### src/rtl/toggle_burst_pkg.sv
// Shared definitions for the toggle burst generator: state encoding and default widths.
package toggle_burst_pkg;
  localparam int CNT_W_DEF = 8;
  localparam int PER_W_DEF = 8;

  typedef enum logic [1:0] {
    S_IDLE  = 2'd0,
    S_PULSE = 2'd1,
    S_GAP   = 2'd2,
    S_DONE  = 2'd3
  } state_e;
endpackage

### src/rtl/period_down_counter.sv
// Loadable saturating down-counter; times the gap between toggle pulses.
module period_down_counter #(
  parameter int W = 8
) (
  input  logic         clk,
  input  logic         rst,
  input  logic         load,
  input  logic [W-1:0] load_val,
  input  logic         en,
  output logic         zero
);
  logic [W-1:0] cnt;

  always_ff @(posedge clk) begin
    if (rst)                    cnt <= '0;
    else if (load)              cnt <= load_val;
    else if (en && cnt != '0)   cnt <= cnt - W'(1);
  end

  assign zero = (cnt == '0);
endmodule

### src/rtl/toggle_burst_gen.sv
// Emits burst_len one-cycle T pulses spaced period cycles apart, with abort and done.
module toggle_burst_gen
  import toggle_burst_pkg::*;
#(
  parameter int CNT_W = CNT_W_DEF,
  parameter int PER_W = PER_W_DEF
) (
  input  logic             clk,
  input  logic             rst,
  input  logic             start,
  input  logic [CNT_W-1:0] burst_len,
  input  logic [PER_W-1:0] period,
  input  logic             abort,
  output logic             T,
  output logic             busy,
  output logic             done,
  output logic [CNT_W-1:0] pulses_left
);
  state_e           state, nxt;
  logic [CNT_W-1:0] pl_q;
  logic [PER_W-1:0] per_q;
  logic             accept, gap_zero, gap_load;
  logic             t_nxt, busy_nxt, done_nxt;
  logic             t_q, busy_q, done_q;

  assign accept   = (state == S_IDLE) && start && !abort;
  assign gap_load = (state == S_PULSE) && (nxt == S_GAP);

  always_ff @(posedge clk) begin
    if (rst) state <= S_IDLE;
    else     state <= nxt;
  end

  always_comb begin
    nxt = state;
    case (state)
      S_IDLE:  if (accept) nxt = (burst_len == '0) ? S_DONE : S_PULSE;
      S_PULSE: begin
        if (abort)                    nxt = S_IDLE;
        else if (pl_q <= CNT_W'(1))   nxt = S_DONE;
        else if (per_q > PER_W'(1))   nxt = S_GAP;
        else                          nxt = S_PULSE;
      end
      S_GAP:   begin
        if (abort)         nxt = S_IDLE;
        else if (gap_zero) nxt = S_PULSE;
      end
      S_DONE:  nxt = S_IDLE;
      default: nxt = S_IDLE;
    endcase
  end

  // Outputs are decoded from the next state and then registered, so they are
  // valid in the same cycle as the state they describe and never glitch.
  always_comb begin
    t_nxt    = (nxt == S_PULSE);
    done_nxt = (nxt == S_DONE);
    busy_nxt = (nxt != S_IDLE);
  end

  always_ff @(posedge clk) begin
    if (rst) begin
      t_q    <= 1'b0;
      busy_q <= 1'b0;
      done_q <= 1'b0;
      pl_q   <= '0;
      per_q  <= '0;
    end else begin
      t_q    <= t_nxt;
      busy_q <= busy_nxt;
      done_q <= done_nxt;
      if (accept) begin
        pl_q  <= burst_len;
        per_q <= (period == '0) ? PER_W'(1) : period;
      end else if (state == S_PULSE && !abort && pl_q != '0) begin
        pl_q <= pl_q - CNT_W'(1);
      end
    end
  end

  // Gap spans period-1 cycles: loaded with period-2, the last gap cycle sees zero.
  period_down_counter #(.W(PER_W)) u_gap_cnt (
    .clk      (clk),
    .rst      (rst),
    .load     (gap_load),
    .load_val (per_q - PER_W'(2)),
    .en       (state == S_GAP),
    .zero     (gap_zero)
  );

  assign T           = t_q;
  assign busy        = busy_q;
  assign done        = done_q;
  assign pulses_left = pl_q;
endmodule

### config.mk
export PLATFORM = sky130hd
export DESIGN_NAME = toggle_burst_gen
export DESIGN_NICKNAME = d
export VERILOG_FILES = /design/src/rtl/toggle_burst_pkg.sv /design/src/rtl/period_down_counter.sv /design/src/rtl/toggle_burst_gen.sv
export SDC_FILE = /design/constraint.sdc
export NUM_CORES = 1
export LEC_CHECK = 0
export CORE_MARGIN = 10
export CORE_UTILIZATION = 51
export DETAILED_ROUTE_END_ITERATION = 8
export GPL_ROUTABILITY_DRIVEN = 0
export HOLD_SLACK_MARGIN = 0.03
export PLACE_DENSITY_LB_ADDON = 0.3
export SYNTH_ARGS = -nofsm -noshare
export SYNTH_HDL_FRONTEND = slang
export SYNTH_SLANG_ARGS = --single-unit
### constraint.sdc
create_clock -name clk -period 2.9 [get_ports clk]
set_input_delay 0.725 -clock clk [delete_from_list [all_inputs] [get_ports clk]]
set_output_delay 0.725 -clock clk [all_outputs]
set_load 0.1 [all_outputs]
==> qor.json <==
{
  "outcome": "finished, final reports clean",
  "synth.top_cells.by_area": "sky130_fd_sc_hd__dfxtp_1 (37%), sky130_fd_sc_hd__nor2_1 (6.9%), sky130_fd_sc_hd__a21oi_1 (6.0%)",
  "vdd.ir_drop.worst_mv": 0.265,
  "clk_transition_reported_paths_ns": 0.09,
  "io_pins": 31,
  "grt_most_used_layer": "met2",
  "floorplan.core_area_sq_um": 3030,
  "tritoncts.num_buffers": 5,
  "hold_class": "flop to flop",
  "fin_crit_sh_pct": 88.4,
  "cts.htree.levels": 2,
  "synth_top_family_by_area": "simple AND/OR/NAND/NOR gates",
  "post_route_clock_skew_ns": 0.00791,
  "internal_power_uw": 649,
  "grt_util_met2_pct": 25.9,
  "grt_setup_unrepaired": "false",
  "synthArstFlopShare_pct": 0,
  "timing.critical_path.fanout_max": 3,
  "yosys_warnings": 0,
  "die_h_um": 75.8,
  "finalNetCount": 252,
  "critical_path.endpoint_type": "flop",
  "worst_ep_required_time_ns": 3.10,
  "critPathKind": "input port to flop",
  "min-delay-start": "per_q[7]",
  "hpwlAfterDp_mm": 3.11,
  "reg2regPathDepth": 7,
  "dpl.cell_count": 264,
  "post_drt_via_cell_ratio": 5.74,
  "r2r-end": "u_gap_cnt.cnt[6]",
  "groute.layer.met1.usage_pct": 17.4,
  "first_global_vias": 1457,
  "fraction_of_power_consumed_by_sequential_logic_pct": 44.8,
  "total_drc_errors_in_the_routed_layout": 0,
  "synth_sequential_area_ratio_pct": 36.5,
  "final.hold.worst_slack_ns": 0.483,
  "count_of_different_cell_masters_after_synthesis": 45,
  "cts_sinks": 29,
  "postSynthRegisterBits": 29,
  "finalMaxSlewViolations": 0,
  "muxShareOfSynthArea_pct": 1.26,
  "hold_viol": 0,
  "synthesis.area_per_instance_sq_um": 8.23,
  "drt-total-wl_mm": 4.11,
  "final.min_clock_period_ns": 2.56,
  "cts_resized": 0,
  "synth-main-ff-cell": "sky130_fd_sc_hd__dfxtp_1",
  "power_density_nw_per_um2": 491,
  "first_pass_iters": 4,
  "std_cell_rows": 20,
  "maximum_number_of_pins_on_one_net_before_global_route_repair": 19,
  "postSynthCellCount": 193,
  "syn_nets": 218,
  "leakage_uw": 0.000743,
  "sum_of_negative_setup_slack_ns": 0,
  "synth_area_sq_um": 1590,
  "report.final.setup_viol": 0,
  "first_pass_grt_wire_length_mm": 6.71,
  "netSwitchingPower_uw": 332,
  "antenna_cells_inserted": 0,
  "critPathCapture": "pulses_left[6]",
  "tritoncts": "yes",
  "area_fraction_in_compound_gates_after_synthesis_pct": 20.5,
  "total_track_usage_pct": 15.4,
  "timing.rr.start": "u_gap_cnt.cnt[2]",
  "layout-drive-gt1-share_pct": 13.6,
  "clock-root-buffer": "sky130_fd_sc_hd__clkbuf_4",
  "fmax_ghz": 0.390,
  "crit_start": "abort",
  "worst_pin_slew_ns": 0.609,
  "grt_overflow": 0,
  "drtIter0Drc": 142,
  "num_vias": 1561,
  "post_cts_hold_buffer_count": 0,
  "max-cap-violations": 0,
  "maximum_count_of_clock_buffers_along_a_single_path": 2,
  "chipWidth_um": 75.8,
  "p_clk_share_pct": 28.7,
  "synth_adder_area_share_pct": 3.94,
  "synth_top_area_share_pct": 36.5,
  "comb_power_share_pct": 26.6,
  "timing.critical_path.arrival_ns": 2.76,
  "route.antenna.remaining_nets": 0,
  "number_of_flops_mapped_to_enable_cells_by_yosys": 0,
  "max-slew-margin-rel_pct": 59.0,
  "antenna_violations_before_repair": 0,
  "io_buffer_count": 30,
  "clock_latency_of_the_later_clocked_register_in_the_worst_skew_pair_ns": 0.33,
  "switching_share_pct": 33.9,
  "reg2reg_setup_slack_ns": 0.50,
  "cts.repair_timing.setup_buffer_count": 0,
  "avgRoutedWirePerCell_um": 15.1,
  "layout_setup_ws_ns": 0.335,
  "total_power_uw": 982,
  "synth_simple_gate_area_share_pct": 28.0,
  "dieArea_sq_um": 5750,
  "start_util_pct": 52.5,
  "synth_commonest_cells": "sky130_fd_sc_hd__dfxtp_1 (29), sky130_fd_sc_hd__nor2_1 (29), sky130_fd_sc_hd__a21oi_1 (19)",
  "grtUsageMet3_pct": 5.47,
  "yosys.area_share.xor_xnor_pct": 5.51,
  "pre_cts_slack_ns": 0.0264,
  "cell_taking_the_most_area_after_synthesis": "sky130_fd_sc_hd__dfxtp_1",
  "worst_setup_sp_type": "input port",
  "layout.cells.non_filler": 272,
  "areaGrowthSynthToFinish_pct": 25.8,
  "n_fill_cell": 278
}
-- cells in the final DEF (no fill, tap or decap), types with 3 or more instances in the layout --
cell type and instances:
sky130_fd_sc_hd__nand2_1 18, sky130_fd_sc_hd__buf_4 15, sky130_fd_sc_hd__clkdlybuf4s50_1 19, sky130_fd_sc_hd__nand2b_1 4, sky130_fd_sc_hd__dfxtp_1 29, sky130_fd_sc_hd__nor3_1 3
sky130_fd_sc_hd__nor2_1 29, sky130_fd_sc_hd__or3_1 3, sky130_fd_sc_hd__a211oi_1 3, sky130_fd_sc_hd__xnor2_1 9, sky130_fd_sc_hd__ha_1 5, sky130_fd_sc_hd__or4_1 3
sky130_fd_sc_hd__clkbuf_4 5, sky130_fd_sc_hd__inv_1 8, sky130_fd_sc_hd__nor4_1 9, sky130_fd_sc_hd__nand3_1 4, sky130_fd_sc_hd__o21ai_0 4, sky130_fd_sc_hd__a21oi_1 19
-- how the worst min path moves through the flow --
stage	endpoint	slack, ns	cells after the start
global route	per_q[7]	0.53	2
global placement	per_q[7]	0.47	2
finish	per_q[7]	0.48	2
detailed placement	per_q[7]	0.47	2
CTS	per_q[7]	0.48	2
floorplan	per_q[7]	0.46	2
-- per-stage QoR --
| stage | area (sq um) | utilization [%] |
|---|---|---|
| 6_report | 2000 | 66.0 |
| 5_1_grt | 2000 | 66.0 |
| 3_3_place_gp | 1930 | 63.7 |
| 3_5_place_dp | 1930 | 63.7 |
| 4_1_cts | 2000 | 66.0 |
| 2_1_floorplan | 1590 | - |
-- metal layers --
layer,part of all wire (%),vias up
li1,-,761
met4,1.1,0
met3,8.8,4
met1,41,728
met5,0,-
met2,49,68
-- final cells by class --
class / count / area, sq um / area share [%]
multi-input combinational: 148 / 941 / 47.1
sequential: 29 / 581 / 29.0
timing repair buffer: 35 / 323 / 16.1
clock buffer: 7 / 65.1 / 3.25
tap: 44 / 55.1 / 2.75
inverter: 8 / 30.0 / 1.50
clock inverter: 1 / 5.00 / 0.250
-- power groups by stage --
stage	sequential [uW]	clock, uW	combinational (uW)
6_report	439	282	261
5_1_grt	444	310	276
4_1_cts	439	288	259
3_5_place_dp	448	0	258
3_3_place_gp	446	0	252
2_1_floorplan	518	0	107
-- state kept, by name, indices dropped and copies added (netlist names) --
name	cells
pulses_left	8
busy	1
done	1
T	1
state	2
per_q	8
u_gap_cnt.cnt	8
-- critical path, stage by stage --
cell,delay (ns)
sky130_fd_sc_hd__clkdlybuf4s50_1,0.48
sky130_fd_sc_hd__nor3b_1,0.35
sky130_fd_sc_hd__nand2_1,0.15
sky130_fd_sc_hd__a211o_1,0.32
sky130_fd_sc_hd__or2_2,0.32
sky130_fd_sc_hd__o311ai_0,0.30
sky130_fd_sc_hd__a21oi_1,0.11
-- logic make-up after synthesis --
kind of cell / Yosys count
flip-flops: 29
AND/OR/NAND/NOR: 86
multiplexers: 2
AO/OA/AOI/OAI: 45
adder cells (fa/ha/maj): 5
buffers and inverters: 16
XOR/XNOR: 10
No activity file was read; power rests on OpenSTA's default activity.
